**config.mk**
```make
export PLATFORM = sky130hd
export DESIGN_NAME = seg_display_scanner
export DESIGN_NICKNAME = d
export VERILOG_FILES = /design/src/rtl/seg_display_scanner.sv
export SDC_FILE = /design/constraint.sdc
export NUM_CORES = 1
export LEC_CHECK = 0
export CELL_PAD_IN_SITES_DETAIL_PLACEMENT = 1
export CELL_PAD_IN_SITES_GLOBAL_PLACEMENT = 1
export CORE_UTILIZATION = 25
export DETAILED_ROUTE_END_ITERATION = 7
export PLACE_DENSITY_LB_ADDON = 0.2
export SETUP_SLACK_MARGIN = 0.2
export SLEW_MARGIN = 20
export SYNTH_ARGS = -nofsm -noshare
export SYNTH_HDL_FRONTEND = slang
export SYNTH_SLANG_ARGS = --single-unit
```
**constraint.sdc**
```tcl
create_clock -name clk -period 3.4 [get_ports clk]
set_clock_uncertainty 0.15 [all_clocks]
set_input_delay 0.51 -clock clk [delete_from_list [all_inputs] [get_ports clk]]
set_output_delay 0.51 -clock clk [all_outputs]
set_load 0.01 [all_outputs]
```
**src/rtl/seg_display_scanner.sv**
```systemverilog
// Four-digit multiplexed seven-segment driver: sequential double-dabble
// binary-to-BCD conversion of a 16-bit value, then active-low digit scan.
module seg_display_scanner #(
   parameter int unsigned REFRESH_DIV   = 50000,
   parameter bit          BLANK_LEADING = 1'b1
) (
   input  logic        clk,
   input  logic        n_reset,
   input  logic [15:0] value,
   output logic [6:0]  seg,
   output logic [3:0]  an,
   output logic        busy,
   output logic        overflow
);

   // state   | meaning
   // S_IDLE  | compare value against last converted src, start on change
   // S_SHIFT | one add-3 adjust plus shift per cycle, 16 cycles
   // S_DONE  | publish BCD digits and overflow flag atomically
   localparam logic [1:0] S_IDLE  = 2'd0;
   localparam logic [1:0] S_SHIFT = 2'd1;
   localparam logic [1:0] S_DONE  = 2'd2;

   localparam int unsigned       PRE_W    = $clog2(REFRESH_DIV);
   localparam logic [PRE_W-1:0]  PRE_LAST = PRE_W'(REFRESH_DIV - 1);

   logic [1:0]       state_q, state_d;
   logic [15:0]      src_q, src_d;
   logic [15:0]      shreg_q, shreg_d;
   logic [19:0]      bcd_q, bcd_d;
   logic [3:0]       cnt_q, cnt_d;
   logic [3:0][3:0]  dig_q, dig_d;
   logic             ovf_q, ovf_d;
   logic [PRE_W-1:0] pre_q, pre_d;
   logic [1:0]       idx_q, idx_d;

   logic [3:0]       cur_dig;
   logic             lead_zero;

   function automatic logic [19:0] dabble_adj(input logic [19:0] b);
      logic [19:0] r;
      r = b;
      for (int n = 0; n < 5; n++) begin
         if (r[4*n +: 4] >= 4'd5) begin
            r[4*n +: 4] = r[4*n +: 4] + 4'd3;
         end
      end
      return r;
   endfunction

   function automatic logic [6:0] seg_decode(input logic [3:0] d);
      logic [6:0] s;
      case (d)
         4'd0:    s = 7'b0000001;
         4'd1:    s = 7'b1001111;
         4'd2:    s = 7'b0010010;
         4'd3:    s = 7'b0000110;
         4'd4:    s = 7'b1001100;
         4'd5:    s = 7'b0100100;
         4'd6:    s = 7'b0100000;
         4'd7:    s = 7'b0001111;
         4'd8:    s = 7'b0000000;
         4'd9:    s = 7'b0000100;
         default: s = 7'b1111111;
      endcase
      return s;
   endfunction

   always_comb begin
      state_d = state_q;
      src_d   = src_q;
      shreg_d = shreg_q;
      bcd_d   = bcd_q;
      cnt_d   = cnt_q;
      dig_d   = dig_q;
      ovf_d   = ovf_q;
      case (state_q)
         S_IDLE: begin
            if (value != src_q) begin
               src_d   = value;
               shreg_d = value;
               bcd_d   = '0;
               cnt_d   = '0;
               state_d = S_SHIFT;
            end
         end
         S_SHIFT: begin
            {bcd_d, shreg_d} = {dabble_adj(bcd_q), shreg_q} << 1;
            cnt_d = cnt_q + 4'd1;
            if (cnt_q == 4'd15) begin
               state_d = S_DONE;
            end
         end
         S_DONE: begin
            dig_d   = bcd_q[15:0];
            ovf_d   = |bcd_q[19:16];
            state_d = S_IDLE;
         end
         default: state_d = S_IDLE;
      endcase
   end

   always_comb begin
      pre_d = pre_q;
      idx_d = idx_q;
      if (pre_q == PRE_LAST) begin
         pre_d = '0;
         idx_d = idx_q + 2'd1;
      end else begin
         pre_d = pre_q + 1'b1;
      end
   end

   always_ff @(posedge clk or negedge n_reset) begin
      if (!n_reset) begin
         state_q <= S_IDLE;
         src_q   <= '0;
         shreg_q <= '0;
         bcd_q   <= '0;
         cnt_q   <= '0;
         dig_q   <= '0;
         ovf_q   <= 1'b0;
         pre_q   <= '0;
         idx_q   <= '0;
      end else begin
         state_q <= state_d;
         src_q   <= src_d;
         shreg_q <= shreg_d;
         bcd_q   <= bcd_d;
         cnt_q   <= cnt_d;
         dig_q   <= dig_d;
         ovf_q   <= ovf_d;
         pre_q   <= pre_d;
         idx_q   <= idx_d;
      end
   end

   // A digit is blanked only when it and every more-significant digit are zero.
   always_comb begin
      cur_dig   = dig_q[idx_q];
      lead_zero = 1'b0;
      case (idx_q)
         2'd1:    lead_zero = (dig_q[3:1] == '0);
         2'd2:    lead_zero = (dig_q[3:2] == '0);
         2'd3:    lead_zero = (dig_q[3] == '0);
         default: lead_zero = 1'b0;
      endcase
   end

   always_comb begin
      if (ovf_q) begin
         seg = 7'b1111110;
      end else if (BLANK_LEADING && lead_zero) begin
         seg = 7'b1111111;
      end else begin
         seg = seg_decode(cur_dig);
      end
   end

   assign an       = ~(4'b0001 << idx_q);
   assign busy     = (state_q != S_IDLE);
   assign overflow = ovf_q;

endmodule

```
==> results of run 1 <==
## registers in the layout (all words and copies together) (netlist names)
register  cells
bcd_q        20
cnt_q         4
dig_q        16
idx_q         2
overflow      1
pre_q        16
shreg_q      16
src_q        16
state_q       2
## timing repair
item	in CTS	in global routing
hold buffers	0	0
setup buffers	6	2
endpoints found under the setup margin	7	5
gates resized for setup	8	4
pin swaps	1	0
## worst register-to-register path, cell delays in order, from the launching register on
cell     delay, ps
dfrtp_1        420
or4bb_1        560
nor4_4         700
a31oi_1         80
o21ai_0        180
o31ai_1         90
## report_power, final
part	switching [uW]	total (uW)	internal (uW)
registers	332	1840	1510
logic	867	1770	900
clock network	434	1050	612
total	1630	4650	3020
## metrics by stage
step                      hold slack, ps  instances
after global placement               325        747
after CTS                           37.9        769
final                               13.9        771
after global routing                65.4        771
after floorplan                     64.4        467
after detailed placement             332        747
## logic make-up after synthesis
| group | share of synthesized area, % |
|---|---|
| AO/OA/AOI/OAI | 10.7 |
| XOR/XNOR | 6.23 |
| adder cells (fa/ha/maj) | 6.10 |
| buffers and inverters | 4.40 |
| flip-flops | 47.3 |
| multiplexers | 10.9 |
| AND/OR/NAND/NOR | 14.4 |
## worst paths after layout
kind | start | endpoint | slack [ps] | depth (start not counted)
min in group clk | shreg_q[15]$_DFFE_PN0P_ | bcd_q[0]$_DFFE_PN0P_ | 340 | 1
setup / recovery | idx_q[0]$_DFFE_PN0N_ | seg[6] | 320 | 9
hold / removal | n_reset | bcd_q[17]$_DFFE_PN0P_ | 10 | 1
hold reg to reg | shreg_q[15]$_DFFE_PN0P_ | bcd_q[0]$_DFFE_PN0P_ | 340 | 1
max in group asynchronous | n_reset | bcd_q[6]$_DFFE_PN0P_ | 2400 | 2
setup reg to reg | pre_q[13]$_DFF_PN0_ | pre_q[9]$_DFF_PN0_ | 1100 | 5
## final cells by class
type                       instances  area, um2  share of cell area (%)
multi-input combinational        330       2390                    40.5
sequential                        93       2330                    39.5
timing repair buffer              46        445                    7.56
tap                              260        325                    5.52
clock buffer                      11        253                    4.29
inverter                          26       97.6                    1.66
clock inverter                     5       57.6                   0.976
## layer usage
metal | up-vias | routed length, um
li1 | 1687 | -
met4 | 0 | 145
met2 | 32 | 5250
met3 | 12 | 301
met5 | - | 0
met1 | 1737 | 5200
## placed cells by master, fill, tap and decap left out, types with 2 or more instances in the layout
cell and instances:
dfrtp_1 92, nand2_1 65, mux2_2 27, inv_1 25, nor2_1 25, o21ai_0 24
ha_1 24, xor2_1 22, clkdlybuf4s50_1 22, a21oi_1 21, buf_4 15, xnor2_1 13
a22o_1 13, nand3_1 10, mux2_1 10, o2bb2ai_1 9, clkbuf_16 9, nand2b_1 7
nor4_1 6, nor3b_1 6, mux4_2 4, nor3_1 4, nand4_1 4, nor2b_1 4
dlygate4sd2_1 4, mux2i_1 3, a21o_1 3, o21bai_1 3, dlymetal6s2s_1 3, or4bb_1 2
nor2_2 2, or4_1 2, clkbuf_8 2, clkinv_2 2, buf_12 2
==> impl_metrics.py, run 1 <==
metrics = {
    "timing": {
        "fmax_mhz": 324,
        "finalHoldViolCount": 0,
        "setup_viol": 0,
        "setup_slack_ps": 317,
        "rsz0062_at_grt": "no",
        "finalSetupTns_ps": 0,
        "maxSlewViolCount": 0,
        "tightest_slew_ps": 906,
        "post-route-period-util_pct": 90.7,
        "period_minus_slack_ps": 3080,
        "max-slew-margin-rel_pct": 39.6,
    },
    "critical_path": {
        "crit_path_cell_trace": "buf_4, mux4_2, buf_4, buf_4, nor2_2, a21oi_1, nor2_1, o21ai_0, dlygate4sd2_1",
        "worstPathRequired_ps": 2740,
        "critPathArrivalTime_ps": 2420,
        "path_buf_inv": 4,
        "cp_max_fo": 5,
        "max_stage_delay_ps": 570,
        "endpoint_kind": "output pin",
        "slowest_stage": "mux4_2",
        "path_delay_family": "buffers and inverters",
        "startpoint_type": "flop",
        "crit_top_cell": "buf_4",
        "path_class": "flop to output pin",
    },
    "cells_and_area": {
        "drive_gt1_share_pct": 14.5,
        "finalNetCount": 548,
        "postLayoutCoreUtil_pct": 31.0,
        "postLayoutCellArea_um2": 5890,
        "syn2layout_area_growth_pct": 19.8,
        "antenna_cells": 0,
        "fillCellCount": 2166,
    },
    "placed_design": {
        "portBuffers": 30,
        "post-dp-hpwl_mm": 7.72,
        "post-place-ws_ps": 335,
        "dpl_cell_area_um2": 5510,
        "routabilityCongestion": 0.768,
    },
    "power_and_ir_drop": {
        "p_total_uw": 4650,
        "peakVddDrop_mv": 0.262,
        "pwr_density_cell_nw_per_um2": 790,
        "p_leak_uw": 0.00264,
    },
    "yosys": {
        "yosysMostFrequentCell": "dfrtp_1",
        "avgSynthCellArea_um2": 10.5,
        "syn-num-nets": 509,
        "synth_area_leaders": "dfrtp_1 47%, mux2_2 6.2%, ha_1 6.1%",
        "synth_area_um2": 4920,
        "ys_warn_count": 0,
        "synth_cell_types": 45,
        "synth_edf_count": 0,
        "ys_async_sr_fraction_pct": 100,
        "yosysTopAreaCell": "dfrtp_1",
        "ys.flop_type": "dfrtp_1",
        "synth_cells": 467,
        "synthTopCellsByCount": "93 x dfrtp_1, 65 x nand2_1, 27 x mux2_2",
        "ys_seq_area_share_pct": 47.3,
        "synth.ff_latch_count": 93,
        "synth_top_cell_area_share_pct": 47.3,
    },
    "detailed_routing": {
        "vias_per_cell": 4.50,
        "drt-initial-drc-count": 132,
        "drc_errors": 0,
        "drtAntennaViolNets": 0,
        "routed_wirelength_mm": 10.9,
        "num_vias": 3468,
        "first_pass_iters": 4,
        "post_drt_wl_per_cell_um": 14.1,
    },
    "cts": {
        "clock_path_buffers": 2,
        "clkSlewWorstSetupHoldPaths_ps": 60,
        "cts_max_level": 3,
        "cts-buffers-inserted": 9,
        "cts_tree": "yes",
        "insertion_delay_ps": 340,
        "cts_root_buf": "clkbuf_16",
        "clock-sinks": 93,
    },
    "global_routing": {
        "met3_usage_pct": 2.86,
        "track_usage_pct": 11.8,
        "grt_use_met2_pct": 20.1,
        "grt_pass1_wl_mm": 18.6,
        "grt_overflow": 0,
        "grt_pass1_vias": 3631,
        "grt_start_max_net_pins": 52,
        "met1_usage_pct": 14.7,
        "grt_antenna_before_repair": 0,
        "top_usage_layer": "met2",
    },
    "worst_hold_path": {
        "hold_class": "input pin to asynchronous set/reset pin",
    },
    "outcome": {
        "status": "completed",
    },
    "floorplanning": {
        "die_h_um": 142,
        "row_count": 50,
        "io_pins": 31,
        "start_util_pct": 25.9,
        "dieArea_um2": 20300,
        "fp.dieW_um": 142,
        "core-area_um2": 19000,
    },
    "flow_run": {
        "max-cap-violations": 0,
    },
}
No activity file was read; power rests on OpenSTA's default activity.
==> run 2: changes to the inputs <==
--- a/config.mk
+++ b/config.mk
@@ -7,7 +7,8 @@
 export LEC_CHECK = 0
 export CELL_PAD_IN_SITES_DETAIL_PLACEMENT = 1
 export CELL_PAD_IN_SITES_GLOBAL_PLACEMENT = 1
-export CORE_UTILIZATION = 25
+export CORE_ASPECT_RATIO = 1.4
+export CORE_UTILIZATION = 51
 export DETAILED_ROUTE_END_ITERATION = 7
 export PLACE_DENSITY_LB_ADDON = 0.2
 export SETUP_SLACK_MARGIN = 0.2
==> impl_metrics.py, run 2 (synthesis results as in run 1) <==
metrics = {
    "cells_and_area": {
        "syn2layout_area_growth_pct": 15.5,
        "largest_reg_flops": 20,
        "largest-register": "bcd_q",
        "antenna_cells": 0,
        "layout_common_cells": "92 x dfrtp_1, 65 x nand2_1, 27 x mux2_2, 26 x nor2_1, 25 x inv_1",
        "fillCellCount": 1017,
        "multi_input_area_um2": 2390,
        "regArea_um2": 2330,
        "final_common_cell": "dfrtp_1",
        "stdcell_count": 620,
        "drive_gt1_share_pct": 14.5,
        "finalNetCount": 547,
    },
    "critical_path": {
        "critPathArrivalTime_ps": 2460,
        "startpoint_type": "flop",
        "reg2regPathDepth": 7,
        "worstPathRequired_ps": 2740,
        "endpoint_kind": "output pin",
        "r2r_slack_ps": 910,
        "timing.rr.start": "src_q[5]$_DFFE_PN0P_",
        "max_stage_delay_ps": 560,
        "reg2reg_to": "cnt_q[1]$_DFFE_PN0P_",
        "crit_path_cell_trace": "mux4_2, inv_1, ha_1, a21oi_1, o21ai_0, clkdlybuf4s50_1",
        "cp_max_fo": 5,
        "path_class": "flop to output pin",
        "slowest_stage": "mux4_2",
    },
    "global_routing": {
        "grt_overflow": 0,
        "grt_start_max_net_pins": 55,
        "grt_antenna_before_repair": 0,
        "track_usage_pct": 25.0,
        "grt_pass1_vias": 3874,
        "grt_pass1_wl_mm": 19.4,
    },
    "power_and_ir_drop": {
        "p_total_uw": 4740,
        "peakVddDrop_mv": 0.362,
        "p_leak_uw": 0.00263,
        "pwr_density_cell_nw_per_um2": 835,
    },
    "timing": {
        "maxSlewViolCount": 0,
        "setup_viol": 0,
        "finalSetupTns_ps": 0,
        "post-route-period-util_pct": 91.9,
        "fmax_mhz": 320,
        "finalHoldViolCount": 0,
        "tightest_slew_ps": 1020,
        "rsz0062_at_grt": "yes",
        "max-slew-margin-rel_pct": 31.8,
        "period_minus_slack_ps": 3120,
    },
    "floorplanning": {
        "die_h_um": 118,
        "dieArea_um2": 10100,
        "start_util_pct": 52.3,
        "core-area_um2": 9410,
        "io_pins": 31,
        "row_count": 42,
        "fp.dieW_um": 85.0,
    },
    "cts": {
        "cts_root_buf": "clkbuf_16",
        "clock_path_buffers": 2,
        "clkSlewWorstSetupHoldPaths_ps": 70,
        "insertion_delay_ps": 350,
        "cts_max_level": 3,
        "cts-buffers-inserted": 9,
        "cts_tree": "yes",
        "clock-sinks": 93,
    },
    "detailed_routing": {
        "drc_errors": 0,
        "first_pass_iters": 4,
        "num_vias": 3526,
        "vias_per_cell": 5.69,
        "routed_wirelength_mm": 11.3,
        "drtAntennaViolNets": 0,
        "post_drt_wl_per_cell_um": 18.3,
        "drt-initial-drc-count": 165,
    },
    "flow_run": {
        "max-cap-violations": 0,
    },
    "placed_design": {
        "portBuffers": 30,
        "dp.cells": 596,
        "routabilityCongestion": 0.798,
        "post-dp-hpwl_mm": 7.39,
    },
    "worst_hold_path": {
        "hold_class": "input pin to asynchronous set/reset pin",
    },
    "outcome": {
        "status": "completed",
    },
}
==> run 2: where the power goes <==
| part | internal (uW) | switching (uW) | total, uW |
|---|---|---|---|
| clock | 598 | 446 | 1040 |
| sequential | 1510 | 347 | 1860 |
| combinational | 905 | 941 | 1850 |
| total | 3010 | 1730 | 4740 |
==> run 2: worst max-delay path by stage <==
stage	startpoint	to	cells past startpoint
finish	idx_q[0]$_DFFE_PN0N_	seg[5]	6
CTS	idx_q[0]$_DFFE_PN0N_	seg[4]	7
floorplan	idx_q[0]$_DFFE_PN0N_	seg[3]	7
detailed placement	idx_q[0]$_DFFE_PN0N_	seg[3]	7
global route	idx_q[0]$_DFFE_PN0N_	seg[5]	8
global placement	idx_q[0]$_DFFE_PN0N_	seg[3]	7
==> run 2: cell type report <==
| type | count | share of cell area, % |
|---|---|---|
| repair buffers | 45 | 7.44 |
| clock buffers | 10 | 4.20 |
| well taps | 110 | 2.42 |
| inverters | 26 | 1.72 |
| flip-flops and latches | 93 | 41.0 |
| clock inverters | 6 | 1.21 |
| multi-input cells | 330 | 42.1 |
==> run 2: what timing repair did <==
| item | in CTS | in global routing |
|---|---|---|
| setup buffers | 8 | 0 |
| pin swaps | 0 | 0 |
| hold buffers | 0 | 0 |
| endpoints found under the setup margin | 7 | 3 |
| resized for setup | 8 | 3 |
==> run 2: metal layers <==
| layer | GRT usage [%] | vias up | wire, um |
|---|---|---|---|
| li1 | - | 1693 | - |
| met1 | 28.8 | 1779 | 4600 |
| met2 | 46.4 | 43 | 6320 |
| met3 | 2.93 | 11 | 214 |
| met4 | 10.1 | 0 | 205 |
| met5 | 0 | - | 0 |
==> run 2: critical path, delay by kind of cell (launching register included) <==
family | cells | cell delay [ps]
adders and majority gates | 1 | 270
AOI/OAI and AO/OA | 2 | 230
buffers and inverters | 2 | 630
muxes | 1 | 560
DFF | 1 | 430
==> run 2: metrics by stage <==
| stage | hold WS [ps] | utilization (%) | worst slack (ps) | area [um2] |
|---|---|---|---|---|
| final | 65.6 | 60.4 | 276 | 5690 |
| after global routing | 124 | 60.4 | 150 | 5690 |
| after CTS | 91.1 | 60.3 | 218 | 5670 |
| after detailed placement | 338 | 56.4 | 278 | 5310 |
| after global placement | 323 | 56.4 | 387 | 5310 |
| after floorplan | 64.4 | - | 844 | 4920 |
==> run 3: changes to the inputs <==
--- a/config.mk
+++ b/config.mk
@@ -8,7 +8,8 @@
 export CELL_PAD_IN_SITES_DETAIL_PLACEMENT = 1
 export CELL_PAD_IN_SITES_GLOBAL_PLACEMENT = 1
 export CORE_ASPECT_RATIO = 1.4
-export CORE_UTILIZATION = 51
+export CORE_UTILIZATION = 47
+export CTS_CLUSTER_SIZE = 24
 export DETAILED_ROUTE_END_ITERATION = 7
 export PLACE_DENSITY_LB_ADDON = 0.2
 export SETUP_SLACK_MARGIN = 0.2
==> constraint.sdc (replaced) <==
create_clock -name clk -period 3.3 [get_ports clk]
set_clock_uncertainty 0.15 [all_clocks]
set_input_delay 0.495 -clock clk [delete_from_list [all_inputs] [get_ports clk]]
set_output_delay 0.495 -clock clk [all_outputs]
set_load 0.01 [all_outputs]
==> impl_metrics.py, run 3 (synthesis results as in run 1) <==
metrics = {
    "outcome": {
        "status": "completed",
    },
    "timing": {
        "max-slew-margin-rel_pct": 34.0,
        "post-route-period-util_pct": 92.4,
        "fmax_mhz": 328,
        "tightest_slew_ps": 990,
        "rsz0062_at_grt": "yes",
        "setup_viol": 0,
        "finalHoldViolCount": 0,
        "period_minus_slack_ps": 3050,
        "hold_slack_ps": 74.7,
        "maxSlewViolCount": 0,
        "finalSetupTns_ps": 0,
    },
    "critical_path": {
        "path_class": "flop to output pin",
        "endpoint_kind": "output pin",
        "cp_max_fo": 4,
        "critPathArrivalTime_ps": 2400,
        "max_stage_delay_ps": 540,
        "worstPathRequired_ps": 2650,
        "startpoint_type": "flop",
        "path_delay_family": "buffers and inverters",
        "path_buf_inv": 3,
        "slowest_stage": "mux4_2",
        "crit_path_cell_trace": "buf_4, mux4_2, buf_4, ha_1, nor2_1, a21oi_1, nor2_1, o21ai_0, dlygate4sd2_1",
    },
    "global_routing": {
        "grt_start_max_net_pins": 58,
        "grt_pass1_wl_mm": 18.1,
        "track_usage_pct": 21.8,
        "grt_pass1_vias": 3696,
        "grt_antenna_before_repair": 0,
        "grt_overflow": 0,
    },
    "floorplanning": {
        "io_pins": 31,
        "die_h_um": 123,
        "core-area_um2": 10100,
        "fp.dieW_um": 88.5,
        "row_count": 43,
        "start_util_pct": 48.9,
        "dieArea_um2": 10900,
    },
    "power_and_ir_drop": {
        "peakVddDrop_mv": 0.392,
        "pwr_density_cell_nw_per_um2": 835,
        "p_leak_uw": 0.00264,
    },
    "cells_and_area": {
        "largest-register": "bcd_q",
        "drive_gt1_share_pct": 14.3,
        "layout_common_cells": "92 x dfrtp_1, 65 x nand2_1, 27 x mux2_2, 26 x nor2_1, 25 x inv_1",
        "largest_reg_flops": 20,
        "antenna_cells": 0,
        "syn2layout_area_growth_pct": 16.7,
        "finalNetCount": 547,
        "final_common_cell": "dfrtp_1",
        "postLayoutCellArea_um2": 5740,
    },
    "placed_design": {
        "routabilityCongestion": 0.805,
        "portBuffers": 30,
        "post-dp-hpwl_mm": 7.26,
        "dpl_cell_area_um2": 5340,
    },
    "detailed_routing": {
        "num_vias": 3518,
        "wl_met1_mm": 4.31,
        "vias_per_cell": 5.45,
        "drt-initial-drc-count": 135,
        "wl_met2_mm": 5.77,
        "wl_met3_um": 250,
        "post_drt_wl_per_cell_um": 16.3,
        "routed_wirelength_mm": 10.5,
        "first_pass_iters": 4,
        "drc_errors": 0,
        "top_layer": "met4",
        "drtAntennaViolNets": 0,
    },
    "cts": {
        "hold_buffers": 0,
        "cts_root_buf": "clkbuf_16",
        "clkSlewWorstSetupHoldPaths_ps": 60,
        "clock_path_buffers": 2,
        "insertion_delay_ps": 340,
        "clock-sinks": 93,
        "cts-buffers-inserted": 9,
        "cts_tree": "yes",
        "cts_max_level": 3,
    },
    "flow_run": {
        "max-cap-violations": 0,
    },
    "worst_hold_path": {
        "hold_class": "input pin to asynchronous set/reset pin",
    },
}
-- run 3: cell types whose count changed in the layout (fill, tap and decap cells not counted), sizes merged --
cell           change
clkdlybuf4s50      -1
dlymetal6s2s       +2
clkbuf             +3
inv                -3
dlygate4sd2        -1
clkinv             -1
clkinvlp           +1
-- run 3: final cells by class --
class | count | area (um2)
tap | 135 | 169
inverter | 26 | 97.6
clock inverter | 3 | 42.5
clock buffer | 13 | 270
multi-input combinational | 330 | 2390
timing repair buffer | 45 | 442
sequential | 93 | 2330
fill | 1109 | 4320
-- run 3: per-layer routing --
| layer | vias up | track usage, % |
|---|---|---|
| met5 | - | 0 |
| met4 | 0 | 7.46 |
| met3 | 20 | 3.67 |
| met2 | 48 | 39.4 |
| met1 | 1767 | 25.8 |
| li1 | 1683 | - |
-- run 3: timing repair --
item,CTS,global route
gates resized for setup,7,5
setup endpoints to repair,7,5
setup buffers,8,2
cloned,0,0
-- run 3: worst paths after layout --
| path | start | slack, ps | end | cells after the start |
|---|---|---|---|---|
| max | idx_q[0]$_DFFE_PN0N_ | 250 | seg[6] | 9 |
| min | n_reset | 70 | overflow$_DFFE_PN0N_ | 1 |
| max reg2reg | src_q[9]$_DFFE_PN0P_ | 980 | shreg_q[10]$_DFFE_PN0P_ | 6 |
| min reg2reg | shreg_q[1]$_DFFE_PN0P_ | 340 | shreg_q[1]$_DFFE_PN0P_ | 1 |
| max in group asynchronous | n_reset | 2240 | idx_q[0]$_DFFE_PN0N_ | 2 |
| min in group clk | shreg_q[1]$_DFFE_PN0P_ | 340 | shreg_q[1]$_DFFE_PN0P_ | 1 |
-- run 3: metrics by stage --
stage,total power [uW],setup slack (ps),utilization (%),cells
after floorplan,3200,759,-,467
final,4800,252,57.1,645
after global routing,5180,121,57.1,645
after CTS,4850,201,56.7,643
after global placement,3610,283,53.0,619
after detailed placement,3720,211,53.0,619
-- run 3: report_power, final --
part | total [uW] | internal (uW) | switching, uW | leakage, uW
registers | 1900 | 1560 | 343 | 0.00115
clock network | 1070 | 648 | 418 | 0.000152
logic | 1830 | 924 | 907 | 0.00133
total | 4800 | 3130 | 1670 | 0.00264
